--- config.mk ---
export PLATFORM = sky130hd
export DESIGN_NAME = if_stage_flat
export DESIGN_NICKNAME = d
export VERILOG_FILES = /design/src/rtl/if_stage_if.sv /design/src/rtl/if_stage.sv /design/src/flat_wrapper.sv
export SDC_FILE = /design/constraint.sdc
export NUM_CORES = 1
export LEC_CHECK = 0
export BUFFER_PORTS_ARGS = -buffer_cell sky130_fd_sc_hd__buf_2
export CAP_MARGIN = 25
export CORE_MARGIN = 5
export CORE_UTILIZATION = 40
export DETAILED_ROUTE_END_ITERATION = 10
export PLACE_DENSITY = 0.67
export SYNTH_ARGS = -nofsm -noshare
export SYNTH_HDL_FRONTEND = slang
export SYNTH_SLANG_ARGS = --single-unit
export TNS_END_PERCENT = 5
--- constraint.sdc ---
create_clock -name clk -period 3.1 [get_ports clk]
set_clock_uncertainty 0.15 [all_clocks]
set_input_delay 0.775 -clock clk [delete_from_list [all_inputs] [get_ports clk]]
set_output_delay 0.775 -clock clk [all_outputs]
set_load 0.005 [all_outputs]
--- src/rtl/if_stage_if.sv ---
// if_stage_if: IF<->ID handshake plus inst SRAM port bundle.
// if_adef exists only when IF_ADEF_EN is defined.
interface if_stage_if;
  logic        id_allowin;
  logic [32:0] id_to_if_bus;
  logic        if_to_id_valid;
  logic [63:0] if_to_id_bus;
  logic        inst_sram_en;
  logic [3:0]  inst_sram_we;
  logic [31:0] inst_sram_addr;
  logic [31:0] inst_sram_wdata;
  logic [31:0] inst_sram_rdata;
`ifdef IF_ADEF_EN
  logic        if_adef;
  modport master (
    input  id_allowin, id_to_if_bus, inst_sram_rdata,
    output if_to_id_valid, if_to_id_bus, inst_sram_en, inst_sram_we,
           inst_sram_addr, inst_sram_wdata, if_adef
  );
  modport slave (
    output id_allowin, id_to_if_bus, inst_sram_rdata,
    input  if_to_id_valid, if_to_id_bus, inst_sram_en, inst_sram_we,
           inst_sram_addr, inst_sram_wdata, if_adef
  );
`else
  modport master (
    input  id_allowin, id_to_if_bus, inst_sram_rdata,
    output if_to_id_valid, if_to_id_bus, inst_sram_en, inst_sram_we,
           inst_sram_addr, inst_sram_wdata
  );
  modport slave (
    output id_allowin, id_to_if_bus, inst_sram_rdata,
    input  if_to_id_valid, if_to_id_bus, inst_sram_en, inst_sram_we,
           inst_sram_addr, inst_sram_wdata
  );
`endif
endinterface

--- src/rtl/if_stage.sv ---
// if_stage: LoongArch IF stage with PC, branch redirect and a one-entry instruction buffer.
// Optional macro IF_ADEF_EN adds misaligned-fetch reporting on if_adef.
module if_stage #(
  parameter logic [31:0] RESET_PC = 32'h1c000000
) (
  input logic        clk,
  input logic        resetn,
  if_stage_if.master bus
);
  typedef enum logic {EMPTY, FULL} buf_state_t;
  buf_state_t  state, state_nx;
  logic        fs_valid;
  logic [31:0] fs_pc;
  logic [31:0] buf_inst;
  logic [31:0] nextpc;
  logic [31:0] raw_inst;
  logic        br_taken;
  logic [31:0] br_target;
  logic        to_fs_valid;
  logic        fs_allowin;
  logic        capture;
  logic        fault;
  assign {br_taken, br_target} = bus.id_to_if_bus;
  assign to_fs_valid = resetn;
  assign nextpc      = br_taken ? br_target : fs_pc + 32'd4;
  assign fs_allowin  = ~fs_valid | bus.id_allowin | br_taken;
  // Capture only while the fetch is stalled, so the SRAM is never re-requested that cycle.
  assign capture     = (state == EMPTY) & fs_valid & ~bus.id_allowin & ~br_taken;
  assign raw_inst    = (state == FULL) ? buf_inst : bus.inst_sram_rdata;
  always_comb begin
    state_nx = (state == EMPTY) ? (capture ? FULL : EMPTY)
                                : ((bus.id_allowin | br_taken) ? EMPTY : FULL);
  end
  always_ff @(posedge clk or negedge resetn) begin
    if (!resetn) begin
      state    <= EMPTY;
      buf_inst <= 32'h0;
    end else begin
      state    <= state_nx;
      if (capture) buf_inst <= bus.inst_sram_rdata;
    end
  end
  always_ff @(posedge clk or negedge resetn) begin
    if (!resetn) begin
      fs_valid <= 1'b0;
      fs_pc    <= RESET_PC - 32'd4;
    end else if (fs_allowin) begin
      fs_valid <= to_fs_valid;
      fs_pc    <= nextpc;
    end
  end
`ifdef IF_ADEF_EN
  logic fs_adef;
  assign fault = |nextpc[1:0];
  always_ff @(posedge clk or negedge resetn) begin
    if (!resetn) fs_adef <= 1'b0;
    else if (fs_allowin) fs_adef <= fault;
  end
  assign bus.if_adef      = fs_valid & ~br_taken & fs_adef;
  assign bus.if_to_id_bus = {fs_adef ? 32'h0 : raw_inst, fs_pc};
`else
  assign fault            = 1'b0;
  assign bus.if_to_id_bus = {raw_inst, fs_pc};
`endif
  assign bus.if_to_id_valid  = fs_valid & ~br_taken;
  assign bus.inst_sram_en    = to_fs_valid & fs_allowin & ~fault;
  assign bus.inst_sram_addr  = nextpc;
  assign bus.inst_sram_we    = 4'b0;
  assign bus.inst_sram_wdata = 32'b0;
endmodule

--- src/flat_wrapper.sv ---
// flat-port wrapper written by rule: the top's interface ports become plain ports
module if_stage_flat 
#(
  parameter logic [31:0] RESET_PC = 32'h1c000000
)
  (clk, resetn, bus_id_allowin, bus_id_to_if_bus, bus_inst_sram_rdata, bus_if_to_id_valid, bus_if_to_id_bus, bus_inst_sram_en, bus_inst_sram_we, bus_inst_sram_addr, bus_inst_sram_wdata);
  if_stage_if bus_i ();
  input logic clk;
  input logic resetn;
  input wire logic [$bits(bus_i.id_allowin)-1:0] bus_id_allowin;
  input wire logic [$bits(bus_i.id_to_if_bus)-1:0] bus_id_to_if_bus;
  input wire logic [$bits(bus_i.inst_sram_rdata)-1:0] bus_inst_sram_rdata;
  output wire logic [$bits(bus_i.if_to_id_valid)-1:0] bus_if_to_id_valid;
  output wire logic [$bits(bus_i.if_to_id_bus)-1:0] bus_if_to_id_bus;
  output wire logic [$bits(bus_i.inst_sram_en)-1:0] bus_inst_sram_en;
  output wire logic [$bits(bus_i.inst_sram_we)-1:0] bus_inst_sram_we;
  output wire logic [$bits(bus_i.inst_sram_addr)-1:0] bus_inst_sram_addr;
  output wire logic [$bits(bus_i.inst_sram_wdata)-1:0] bus_inst_sram_wdata;
  assign bus_i.id_allowin = bus_id_allowin;
  assign bus_i.id_to_if_bus = bus_id_to_if_bus;
  assign bus_i.inst_sram_rdata = bus_inst_sram_rdata;
  assign bus_if_to_id_valid = bus_i.if_to_id_valid;
  assign bus_if_to_id_bus = bus_i.if_to_id_bus;
  assign bus_inst_sram_en = bus_i.inst_sram_en;
  assign bus_inst_sram_we = bus_i.inst_sram_we;
  assign bus_inst_sram_addr = bus_i.inst_sram_addr;
  assign bus_inst_sram_wdata = bus_i.inst_sram_wdata;
  if_stage #(.RESET_PC(RESET_PC)) u_core (.clk(clk), .resetn(resetn), .bus(bus_i));
endmodule
==> results of run 1 <==
## critical path, stage by stage (launching register included)
cell                      delay [ns]
sky130_fd_sc_hd__dfstp_2        0.58
sky130_fd_sc_hd__nand3_4        0.09
sky130_fd_sc_hd__buf_4          0.16
sky130_fd_sc_hd__nor4b_2        0.25
sky130_fd_sc_hd__buf_4          0.18
sky130_fd_sc_hd__nand4_1        0.12
sky130_fd_sc_hd__xnor2_1        0.16
sky130_fd_sc_hd__mux2_2         0.26
sky130_fd_sc_hd__buf_2          0.13
## per-layer routing
metal | part of all wire (%) | vias up | routed length (um) | GRT usage (%)
li1 | - | 1881 | - | -
met1 | 39 | 1883 | 4939 | 20.38
met2 | 49 | 179 | 6209 | 29.92
met3 | 9.8 | 23 | 1241 | 6.776
met4 | 1.7 | 2 | 217 | 5.305
met5 | 0.087 | - | 11 | 0
## state kept, by name (all words and copies together), names as in the netlist
register	flops
u_core.state	1
u_core.fs_pc	32
u_core.fs_valid	1
u_core.buf_inst	32
## layout by cell type (no fill, tap or decap), types with 2 or more instances in the layout
master and count:
sky130_fd_sc_hd__o21ai_1 3, sky130_fd_sc_hd__o21ai_0 8, sky130_fd_sc_hd__nor2b_1 2, sky130_fd_sc_hd__nand2b_1 3
sky130_fd_sc_hd__nor2_2 2, sky130_fd_sc_hd__mux2i_1 2, sky130_fd_sc_hd__buf_4 34, sky130_fd_sc_hd__mux2_2 97
sky130_fd_sc_hd__nor2_4 2, sky130_fd_sc_hd__dfrtp_1 40, sky130_fd_sc_hd__o21a_1 2, sky130_fd_sc_hd__bufinv_16 2
sky130_fd_sc_hd__clkinv_2 2, sky130_fd_sc_hd__dfstp_2 26, sky130_fd_sc_hd__nor3_1 9, sky130_fd_sc_hd__nor2_1 20
sky130_fd_sc_hd__buf_6 5, sky130_fd_sc_hd__nand3_2 4, sky130_fd_sc_hd__nand2_1 37, sky130_fd_sc_hd__buf_12 2
sky130_fd_sc_hd__nand4_1 14, sky130_fd_sc_hd__xnor2_1 24, sky130_fd_sc_hd__inv_1 5, sky130_fd_sc_hd__a21boi_1 2
sky130_fd_sc_hd__nor4b_4 2, sky130_fd_sc_hd__nor3_2 2, sky130_fd_sc_hd__xor2_1 21, sky130_fd_sc_hd__o22ai_1 4
sky130_fd_sc_hd__and3_1 5, sky130_fd_sc_hd__buf_2 161, sky130_fd_sc_hd__a211oi_1 3, sky130_fd_sc_hd__mux2_4 4
sky130_fd_sc_hd__clkbuf_16 9, sky130_fd_sc_hd__a21oi_1 2, sky130_fd_sc_hd__conb_1 36, sky130_fd_sc_hd__nand3_1 16
sky130_fd_sc_hd__nor4_1 5
## kinds of logic (layout without fill, tap and decap cells)
family | count (synthesis) | count (layout) | share of synthesized area, %
xor gates and xnor gates | 45 | 45 | 8.525
adders and majority gates | 1 | 1 | 0.2706
AOI/OAI and AO/OA | 27 | 27 | 3.599
DFF | 66 | 66 | 36.43
other | 1 | 36 | 0.08111
muxes | 104 | 104 | 25.28
and+or+nand+nor | 137 | 137 | 15.81
buffers and inverters | 75 | 223 | 10.01
## where the power goes
part           internal (mW)  switching (mW)  total (mW)
registers               1.04           0.127        1.17
logic                  0.411           0.336       0.748
clock network          0.723           0.381        1.10
total                   2.17           0.844        3.02
## worst max-delay path by stage
stage | from | to | slack, ns | cells after the start
after floorplan | u_core.fs_pc[10]$_DFFE_PN1N_ | bus_inst_sram_addr[23] | 0.23 | 6
after global placement | u_core.fs_pc[6]$_DFFE_PN1N_ | bus_inst_sram_addr[19] | 0.14 | 6
after detailed placement | u_core.fs_pc[6]$_DFFE_PN1N_ | bus_inst_sram_addr[31] | 0.11 | 6
after CTS | u_core.fs_pc[2]$_DFFE_PN1N_ | bus_inst_sram_addr[12] | -0.09 | 8
after global routing | u_core.fs_pc[2]$_DFFE_PN1N_ | bus_inst_sram_addr[14] | -0.17 | 8
final | u_core.fs_pc[7]$_DFFE_PN1N_ | bus_inst_sram_addr[23] | -0.08 | 8
## per-stage QoR
| step | setup WS (ns) | setup TNS (ns) | std cells |
|---|---|---|---|
| final | -0.08218 | -0.6025 | 782 |
| after global routing | -0.1706 | -2.665 | 782 |
| after CTS | -0.08536 | -0.7914 | 775 |
| after detailed placement | 0.1084 | 0 | 753 |
| after global placement | 0.1425 | 0 | 753 |
| after floorplan | 0.2285 | 0 | 491 |
## cell type report
class                           instances  area, um2  share of cell area (%)
Clock inverter                          5      77.57                   1.274
Inverter                                5      18.77                  0.3083
Tap cell                              143      178.9                   2.939
Sequential cell                        66       1684                   27.66
Multi-Input combinational cell        350       2729                   44.82
Timing Repair Buffer                  202       1157                   19.01
Clock buffer                           11      242.7                   3.987
## what timing repair did
action | in CTS | in global routing
setup endpoints to repair | 20 | 21
resized for setup | 27 | 7
setup buffers | 5 | 7
pin swaps | 15 | 7
cloned | 1 | 0
==> summary.md, run 1 <==
Count of routing violations after the opening detailed-route iteration: 207. The count of cells along the worst hold path was 1. The area after detailed placement is 0.005528 mm2, and the count of flip-flops with a built-in enable after synthesis is 0. Clock tree synthesis found a total of 66 sinks.

The type of element launching the critical path is a flip-flop. The die area is 0.01381 mm2, and the mapped cell area is 0.004623 mm2. From synthesis to final layout, the design area changed by 31.69%.

The async set-or-reset flop fraction in the synthesized netlist is 100.0%. The post-layout worst setup margin is -0.08218 ns, and the number of H-tree branching levels is 3. The weighted congestion reported at the end of routability-driven placement was 0.8533.

For hold timing, the worst endpoint is u_core.buf_inst[4]$_DFFE_PN0P_. The tools report the via count of the first global-routing pass as 4,166. With fillers left out, the area of the finished cells amounts to 0.006088 mm2. The worst setup slack for register-to-register paths is 0.86 ns, and the share of the clock period used by the worst path after layout is 102.7%. Summed over all cells, the static leakage comes to 2.771 nW.

Class of the most critical setup path: flip-flop to output port. The tools report the global-route usage over all layers as 17.55%. The logs give 0.3393 ns for the worst hold-check slack and 0 for the number of max-capacitance violations reported. Static timing analysis puts the maximum clock frequency at 0.3143 GHz. The first global-routing pass estimated 20,420 um of wire.

The area of the placeable core was 0.01137 mm2; the maximum fanout along the worst path was 6. The final-layout fill cell count is 1,030, and the total clock buffers created by CTS is 9. The number of top-level pins is 202. The classification of the worst-slack hold path was flip-flop to flip-flop.

For this block, the via count after detailed routing is 3,968. The design draws 3.019 mW. The required time at the endpoint of the critical path is 2.17 ns. Setup repair after global routing could not meet its margin everywhere.

The total wire length after detailed routing was 12,620 um; the mean post-synth cell area was 10.14 um2. The checks that failed: negative setup slack. Overflow left after global routing: 0.

The most common flop cell mapped by yosys is sky130_fd_sc_hd__dfrtp_1. For the max-slew headroom at the worst pin, the log shows 39.88%. The number of vias per cell after detailed routing is 5.074. The tree is rooted in a sky130_fd_sc_hd__clkbuf_16. For this run, design rule violations remaining after detail routing come to 0.

The tools report the arrival time at the worst endpoint as 2.26 ns. The starting utilization of the core area is 40.66%, and the quantity of hold-fixing buffers added after cts is 0. Number of routed nets with antenna violations: 0.

The first-pass detailed-route iteration total was 4. Dividing the detail-routed wire length by the instance count gives 16.14 um. Floorplan die width: 117.5 um. Entering global routing, the biggest net connects 68 pins. sky130_fd_sc_hd__mux2_2 is the most common cell in the netlist. For the count of final hold-check violations, the log shows 0.

The startpoint of the lowest-slack hold path was u_core.buf_inst[4]$_DFFE_PN0P_. The tools report the maximum VDD drop as 0.0002635 V. Area share of the largest cell type after synthesis: 24.60%. After clock tree synthesis, the clock-pin slew on the worst setup and hold paths is 0.06 ns. The HPWL after detailed placement is 9439 um. The number of diodes came out at 0. The worst setup path is captured at an output port. The synthesized design contains 66 register bits. The share of the core filled with cells in the final layout is 53.55%. The worst register-to-register path begins at u_core.fs_pc[2]$_DFFE_PN1N_.

Ranked by instance count, the synthesized netlist is headed by sky130_fd_sc_hd__mux2_2, sky130_fd_sc_hd__dfrtp_1, sky130_fd_sc_hd__nand2_1. The post-route netlist has 57.90% of its cells at a drive strength greater than 1. The floorplan die height is 117.5 um, and the insertion delay of the later-clocked pin in the worst-skew pair is 0.33 ns. After layout, the minimum clock period comes to 3.182 ns. Ranked by total cell area, the synthesized netlist is headed by sky130_fd_sc_hd__mux2_2, sky130_fd_sc_hd__dfrtp_1, sky130_fd_sc_hd__dfstp_2. The worst-margin pin slew was 0.9019 ns. The tools report the count of endpoints failing setup in the final report as 11.

TritonCTS built the clock tree. The number of antenna violations at the first check in global routing came out at 1. The floorplan has 39 rows. The number of max-slew violations in the final report was 0. The flow ran to the end, but the final reports show violations. The count of port buffers added during placement is 165. The run gives 0 as the count of warnings emitted by yosys. The biggest area contributor in the post-synthesis netlist is sky130_fd_sc_hd__mux2_2. The cell depth of the worst flop-to-flop path was 6. Dividing total power by cell area gives a power density of 495.9 mW/mm2.

The number of instances in the synthesized netlist is 456. The tools report the total number of nets in the final design as 703. The clock passes through at most 2 buffers. The synthesized netlist contains 46 unique library cells. The sequential cell area fraction in the yosys report came out at 36.43%. The endpoint of the worst-slack reg-to-reg timing path was u_core.fs_pc[17]$_DFFE_PN1N_.
No activity file was read; power rests on OpenSTA's default activity.
==> inputs of run 2 (changes only) <==
PLACE_DENSITY = 0.7   (was 0.67)
clock period = 2.7 ns   (was 3.1 ns; I/O delays follow)
==> run 2 against run 1 <==
  * The run still ends with negative setup slack left
  * Count of clock-buffer cells in the layout stayed put
  * Clock power is 8% higher
  * Final area is 3.8% higher
  * Die area stayed put
  * Critical path type unchanged
  * Largest cell class unchanged
==> summary.md, run 2 (synthesized netlist as in run 1, its figures left out) <==
Leaving out fill and tap cells, the most frequent cells in the layout are sky130_fd_sc_hd__buf_2, sky130_fd_sc_hd__mux2_2, sky130_fd_sc_hd__buf_4. For the aggregate negative setup slack, the log shows -5.099 ns (-4.497 ns). The tools report the total instance count after detailed placement as 779 (+3.5%). The worst-margin pin slew is 0.8944 ns (-0.007456 ns). The die area was 0.01381 mm2 (unchanged). The wire length per cell is 16.20 um (+0.36%).

In the final layout, the registers with the most flip-flops are u_core.buf_inst (32), u_core.fs_pc (32). The number of vias per cell after detailed routing is 5.067 (-0.14%). The HPWL after detailed placement was 9630 um (+2.0%); the floorplan die height was 117.5 um (unchanged). The power share of the combinational group is 27.3% (+2.5 points). Power per standard cell area: 544.6 mW/mm2 (+9.8%). The tightest min-delay check is of the flip-flop to flip-flop type.

The first-pass detailed-route iteration total is 4 (unchanged), and the final-layout fill cell count is 1,005 (-2.4%). For the area of the placeable core, the log shows 0.01137 mm2 (unchanged). The count of final hold-check violations came out at 0 (unchanged).

The number of max-capacitance violations reported was 0 (unchanged); the switching power of the nets was 0.9806 mW (+16%). Post-detailed-route DRC marker count: 0 (unchanged). The cell sitting at the root of the clock tree is a sky130_fd_sc_hd__clkbuf_16. The critical path in this run is classified as flip-flop to output port. The tools report the number of antenna violations at the first check in global routing as 1 (unchanged). The logs give 0 (unchanged) for the overflow left after global routing and 2 (unchanged) for the clock tree buffer depth. The worst setup path is captured at an output port. The tools report the required time at the endpoint of the critical path as 1.88 ns (-0.29 ns). The run gives 4,292 (+3.0%) as the via count of the first global-routing pass.

The checks that failed: negative setup slack. The run gives 4,089 (+3.0%) as the detailed-route via count. The worst setup slack for register-to-register paths is 0.38 ns (-0.48 ns), and the proportion of layout cells with a drive suffix above 1 is 60.39% (+2.5 points). Number of H-tree branching levels: 3 (unchanged). The tools report the count of endpoints failing setup in the final report as 22 (+11).

The arrival time at the worst endpoint is 2.21 ns (-0.05 ns), and the fraction of power spent switching nets is 28.49% (+0.52 points). The pin count of the biggest net entering global routing was 67 (-1.5%). The leakage power came out at 2.929 nW (+5.7%). The maximum fanout along the worst path was 3 (-3); the internal power contribution was 2.462 mW (+13%). Maximum VDD drop: 0.0003996 V (+52%).

Quantity of hold-fixing buffers added after cts: 0 (unchanged). The count of port buffers added during placement was 165 (unchanged). For the proportion of power drawn by the clock network, the log shows 34.7% (-1.9 points). The CTS clock-pin slew for the worst setup and hold paths is 0.06 ns (about the same), and the wire length of the first global-routing pass is 21,290 um (+4.3%).

The synthesis-to-layout area growth came out at 36.73%. The total number of nets in the final design came out at 728 (+3.6%). Weighted congestion reported at the end of routability-driven placement: 0.8467 (-0.77%).

STA classifies the critical path startpoint as a flip-flop. Setup repair after global routing could not meet its margin everywhere. The starting utilization of the core area is 40.66% (unchanged), and the clock period minus worst slack is 3.030 ns. Number of top-level pins: 202 (unchanged). The floorplan die width was 117.5 um (unchanged); the maximum clock rate was 0.3300 GHz.

For the total wire length after detailed routing, the log shows 13,070 um (+3.6%). Leaving out fill and tap cells, the most frequent cell in the layout is sky130_fd_sc_hd__buf_2. Share of the core filled with cells in the final layout: 55.60% (+2.0 points).

The share of the clock period used by the worst path after layout came out at 112.2%. The flow ran to the end, but the final reports show violations. The tools report the cell row count as 39 (unchanged).

The logs give 807 (+3.2%) for the count of non-filler cells in the finished layout and 0 (unchanged) for the number of max-slew violations in the final report. The logs give 0.33 ns (about the same) for the insertion delay of the later-clocked pin in the worst-skew pair and 66 (unchanged) for the clock sink count. For the global-route usage over all layers, the log shows 18.47% (+0.91 points). The count of routing violations after the opening detailed-route iteration came out at 227 (+9.7%).

TritonCTS built the clock tree. The number of diodes is 0 (unchanged), and the power share of the sequential group is 38.0% (-0.6 points). Number of routed nets with antenna violations: 0 (unchanged). The post-layout worst setup margin is -0.3304 ns (-0.2482 ns). The logs give 9 (unchanged) for the total clock buffers created by CTS and 40.37% (+0.50 points) for the max-slew headroom at the worst pin.
==> run 2: final timing paths <==
check	start	end	cells past startpoint
worst max register to register	u_core.fs_pc[2]$_DFFE_PN1N_	u_core.fs_pc[17]$_DFFE_PN1N_	7
worst min-delay path	u_core.buf_inst[4]$_DFFE_PN0P_	u_core.buf_inst[4]$_DFFE_PN0P_	1
worst max-delay path	u_core.fs_pc[3]$_DFFE_PN1N_	bus_inst_sram_addr[14]	8
max in group asynchronous	resetn	u_core.buf_inst[29]$_DFFE_PN0P_	2
min in group asynchronous	resetn	u_core.fs_pc[29]$_DFFE_PN0N_	2
worst min register to register	u_core.buf_inst[4]$_DFFE_PN0P_	u_core.buf_inst[4]$_DFFE_PN0P_	1
==> run 2: cell type report <==
type	instances	area (um2)	share of cell area [%]
Clock inverter	5	52.55	0.8314
Clock buffer	11	252.7	3.998
Tap cell	143	178.9	2.831
Sequential cell	66	1684	26.64
Inverter	5	18.77	0.2969
Timing Repair Buffer	227	1360	21.52
Multi-Input combinational cell	350	2774	43.88
==> run 2: repair_timing <==
| item | CTS | global route |
|---|---|---|
| hold endpoints to repair | 0 | 0 |
| endpoints found under the setup margin | 23 | 25 |
| pin swaps | 14 | 7 |
| gates resized for setup | 36 | 9 |
| setup buffers | 9 | 3 |
==> run 2: per-layer routing <==
metal	vias to the layer above	wire length, um	global-route usage (%)
met4	2	210	6.165
met2	174	6442	31.51
met3	16	1268	7.064
met5	-	13	0
met1	1974	5135	21.20
li1	1923	-	-
==> run 2: power by group through the flow <==
| stage | logic (mW) | registers, mW | clock network, mW |
|---|---|---|---|
| after floorplan | 0.529 | 1.31 | 0 |
| after global placement | 0.879 | 1.31 | 0 |
| after detailed placement | 0.897 | 1.32 | 0 |
| after CTS | 0.942 | 1.31 | 1.22 |
| after global routing | 1.04 | 1.33 | 1.27 |
| final | 0.941 | 1.31 | 1.19 |
==> run 2: critical path: stages (launching register included) <==
cell	delay, ns
sky130_fd_sc_hd__dfstp_2	0.57
sky130_fd_sc_hd__ha_4	0.14
sky130_fd_sc_hd__nand4_1	0.15
sky130_fd_sc_hd__buf_4	0.20
sky130_fd_sc_hd__or2_4	0.26
sky130_fd_sc_hd__nor2_4	0.10
sky130_fd_sc_hd__xor2_1	0.07
sky130_fd_sc_hd__mux2_2	0.25
sky130_fd_sc_hd__buf_2	0.13
==> run 2: through the flow <==
stage	worst slack, ns	area (um2)	power, mW	hold WS [ns]
2_1_floorplan	-0.0001965	4761	1.836	0.2294
3_3_place_gp	-0.07810	5742	2.186	0.3138
3_5_place_dp	-0.06870	5742	2.218	0.3235
4_1_cts	-0.3309	6257	3.469	0.3458
5_1_grt	-0.4161	6321	3.642	0.3668
6_report	-0.3304	6321	3.443	0.3507
==> inputs of run 3 (changes only) <==
--- a/config.mk
+++ b/config.mk
@@ -10,4 +10,5 @@
 export CORE_MARGIN = 5
 export CORE_UTILIZATION = 40
+export CTS_BUF_LIST = sky130_fd_sc_hd__clkbuf_16
 export DETAILED_ROUTE_END_ITERATION = 10
 export PLACE_DENSITY = 0.7
==> constraint.sdc (replaced) <==
create_clock -name clk -period 2.7 [get_ports clk]
set_clock_uncertainty 0.15 [all_clocks]
set_input_delay 0.675 -clock clk [delete_from_list [all_inputs] [get_ports clk]]
set_output_delay 0.675 -clock clk [all_outputs]
set_load 0.1 [all_outputs]
==> run 3 against run 2 <==
  * The flow still finishes with violations (negative setup slack)
  * Combinational power increased to 3.0 times the previous value
  * Hold slack lost 0.016 ns
  * Count of clock-buffer cells in the layout fell by 1
  * Critical path depth is 2 lower
  * Critical path type unchanged
  * Largest cell class unchanged
  * Largest power group is now combinational cells
  * Highest routed layer unchanged
==> summary.md, run 3 (synthesized netlist as in run 1, its figures left out) <==
The endpoint identified for the worst register-to-register timing path is u_core.fs_pc[26]$_DFFE_PN0N_. The clock period minus worst slack was 3.158 ns (+0.1273 ns); the post-detailed-route DRC marker count was 0 (unchanged). The via count of the first global-routing pass is 4,582 (+6.8%). Worst-margin pin slew: 0.9155 ns (+0.02113 ns). The floorplan die width is 117.5 um (unchanged). The classification of the worst-slack hold path was flip-flop to flip-flop. The total wire length after detailed routing was 14,580 um (+12%); the number of routed nets with antenna violations was 0 (unchanged).

Pin count of the biggest net entering global routing: 68 (+1.5%). TritonCTS built the clock tree. The number of max-capacitance violations reported is 0 (unchanged). The total clock buffers created by CTS came out at 9 (unchanged).

The tools report the type of element launching the critical path as a flip-flop. The CTS clock-pin slew for the worst setup and hold paths was 0.05 ns (about the same); the max-slew headroom at the worst pin was 38.96% (-1.4 points). The overall power consumption was 5.251 mW (+53%). The tools report the share of the core filled with cells in the final layout as 67.49% (+12 points).

The pre-CTS setup slack is -0.2670 ns (-0.1983 ns). The worst register-to-register path begins at u_core.fs_pc[3]$_DFFE_PN1N_. The number of antenna violations at the first check in global routing is 1 (unchanged), and the maximum VDD drop is 0.0004431 V (+11%). Cell row count: 39 (unchanged).

The detailed-route via count was 4,235 (+3.6%). The total stage count of the critical path works out to 6 (-2). Proportion of layout cells with a drive suffix above 1: 63.58% (+3.2 points). The post-layout worst setup margin is -0.4577 ns (-0.1273 ns), and the leakage power is 3.440 nW (+17%).

The tools report the maximum clock rate as 0.3167 GHz (-4.0%). Maximum single-stage delay on the critical path: 0.63 ns (+0.06 ns). The area of the placeable core was 0.01137 mm2 (unchanged); the count of non-filler cells in the finished layout was 824 (+2.1%). The power per standard cell area was 684.3 mW/mm2 (+26%); the total number of nets in the final design was 746 (+2.5%). The global-route usage over all layers was 20.68% (+2.2 points). The run finished, with violations left. Setup repair after global routing could not meet its margin everywhere. The library cells used most frequently in the layout, excluding fill and tap cells, are sky130_fd_sc_hd__buf_2, sky130_fd_sc_hd__mux2_2, sky130_fd_sc_hd__buf_12, sky130_fd_sc_hd__buf_4, sky130_fd_sc_hd__dfrtp_1. The total non-filler cell area in the finished layout is 0.007674 mm2 (+21%), and the first-pass detailed-route iteration total is 5 (+1). Cell depth of the worst flop-to-flop path: 9 (+2).

The weighted congestion reported at the end of routability-driven placement is 0.9196 (+8.6%), and the count of port buffers added during placement is 165 (unchanged). The worst setup path is captured at an output port. The area after detailed placement was 0.007133 mm2 (+24%); the share of the clock period used by the worst path after layout was 117.0% (+4.7 points). The maximum fanout along the worst path was 5 (+2); the number of top-level pins was 202 (unchanged).

The checks that failed: negative setup slack. The quantity of hold-fixing buffers added after cts was 0 (unchanged); the count of routing violations after the opening detailed-route iteration was 258 (+14%). For the HPWL after detailed placement, the log shows 11,250 um (+17%).

The arrival time at the worst endpoint was 2.33 ns (+0.12 ns). The final-layout fill cell count came out at 833 (-17%). The class of the most critical setup path is flip-flop to output port. The tools report the number of max-slew violations in the final report as 0 (unchanged). The run gives 803 (+3.1%) as the total instance count after detailed placement. The number of diodes was 0 (unchanged); the number of buffer and inverter stages on the critical path was 1 (-1). The tools report the starting utilization of the core area as 40.66% (unchanged). Slowest stage cell on the critical path: sky130_fd_sc_hd__dfstp_4. The count of final hold-check violations was 0 (unchanged). Required time at the endpoint of the critical path: 1.88 ns (about the same). Most common cell after layout, fill and taps aside: sky130_fd_sc_hd__buf_2. The wire length per cell was 17.69 um (+9.2%). The critical path goes through nand3_4 > or3_4 > nor3_2 > xor2_1 > mux2_2 > buf_12.

The run gives 2 (unchanged) as the clock tree buffer depth. The number of vias per cell after detailed routing works out to 5.140 (+1.4%). The tools report the overflow left after global routing as 0 (unchanged). The path with the worst hold slack has its endpoint at u_core.buf_inst[4]$_DFFE_PN0P_.

The wire length of the first global-routing pass was 23,540 um (+11%). The synthesis-to-layout area growth was 65.98%; the worst setup slack for register-to-register paths was 0.37 ns (about the same). Floorplan die height: 117.5 um (unchanged).

The run gives 66 (unchanged) as the clock sink count. The count of endpoints failing setup in the final report is 25 (+14%), and the count of cells along the worst hold path is 1 (unchanged). The insertion delay of the later-clocked pin in the worst-skew pair came out at 0.32 ns (about the same). In the final layout, the registers with the most flip-flops are u_core.buf_inst (32), u_core.fs_pc (32).

The kind of cell with the highest combined delay along the critical path is simple AND/OR/NAND/NOR gates. CTS placed an instance of sky130_fd_sc_hd__clkbuf_16 at the clock tree root. For the die area, the log shows 0.01381 mm2 (unchanged). The startpoint of the lowest-slack hold path was u_core.buf_inst[4]$_DFFE_PN0P_.

For the number of H-tree branching levels, the log shows 3 (unchanged).
==> run 3: changes by cell type in the layout (fill, tap and decap cells not counted), moves of 15 or more <==
cell                      previous run  this run
sky130_fd_sc_hd__buf_12              3        69
sky130_fd_sc_hd__buf_2             163        99
sky130_fd_sc_hd__dfstp_2            26         6
sky130_fd_sc_hd__dfstp_4             0        20
sky130_fd_sc_hd__buf_4              54        69
==> run 3: worst max path at each step <==
| stage | startpoint | slack [ns] | end |
|---|---|---|---|
| 2_1_floorplan | u_core.fs_pc[6]$_DFFE_PN1N_ | -0.64 | bus_inst_sram_addr[31] |
| 3_3_place_gp | u_core.fs_pc[3]$_DFFE_PN1N_ | -0.29 | bus_inst_sram_addr[18] |
| 3_5_place_dp | u_core.fs_pc[3]$_DFFE_PN1N_ | -0.27 | bus_inst_sram_addr[12] |
| 4_1_cts | u_core.fs_pc[7]$_DFFE_PN1N_ | -0.44 | bus_inst_sram_addr[27] |
| 5_1_grt | u_core.fs_pc[5]$_DFFE_PN1N_ | -0.54 | bus_inst_sram_addr[17] |
| 6_report | u_core.fs_pc[6]$_DFFE_PN1N_ | -0.46 | bus_inst_sram_addr[17] |
==> run 3: worst register-to-register path, delay by kind of cell, from the launching register on <==
kind	cells	cell delay, ns
AND/OR/NAND/NOR	3	0.45
adder cells (fa/ha/maj)	1	0.14
buffers and inverters	3	0.42
XOR/XNOR	1	0.14
multiplexers	1	0.27
flip-flops	1	0.65
==> run 3: repair_timing <==
action | in CTS | in global routing
setup endpoints to repair | 25 | 26
setup buffers | 5 | 0
resized for setup | 51 | 1
pin swaps | 18 | 6
hold endpoints to repair | 0 | 0
gates cloned | 1 | 0
==> run 3: through the flow <==
stage | TNS, ns | hold slack, ns
floorplan | -13.60 | 0.2294
global placement | -3.240 | 0.3133
detailed placement | -3.796 | 0.3260
CTS | -8.852 | 0.3377
global route | -11.11 | 0.3601
finish | -9.052 | 0.3350
==> run 3: area by class of cell <==
class	count	area (um2)	area share, %
inverters	5	18.77	0.2446
flip-flops and latches	66	1760	22.94
clock buffers	10	250.2	3.261
well taps	143	178.9	2.332
multi-input cells	350	2957	38.53
clock inverters	5	20.02	0.2609
repair buffers	245	2489	32.43
==> run 3: power breakdown <==
group,internal (mW),switching [mW],total (mW)
Sequential,1.22,0.118,1.33
Combinational,0.899,1.95,2.85
Clock,0.657,0.412,1.07
Total,2.77,2.48,5.25
==> run 3: metal layers <==
metal / vias to the layer above / wire [um] / global-route usage (%)
li1: 1962 / - / -
met1: 2071 / 5267 / 22.64
met2: 180 / 7744 / 37.52
met3: 20 / 1349 / 7.833
met4: 2 / 201 / 5.090
met5: - / 13 / 0
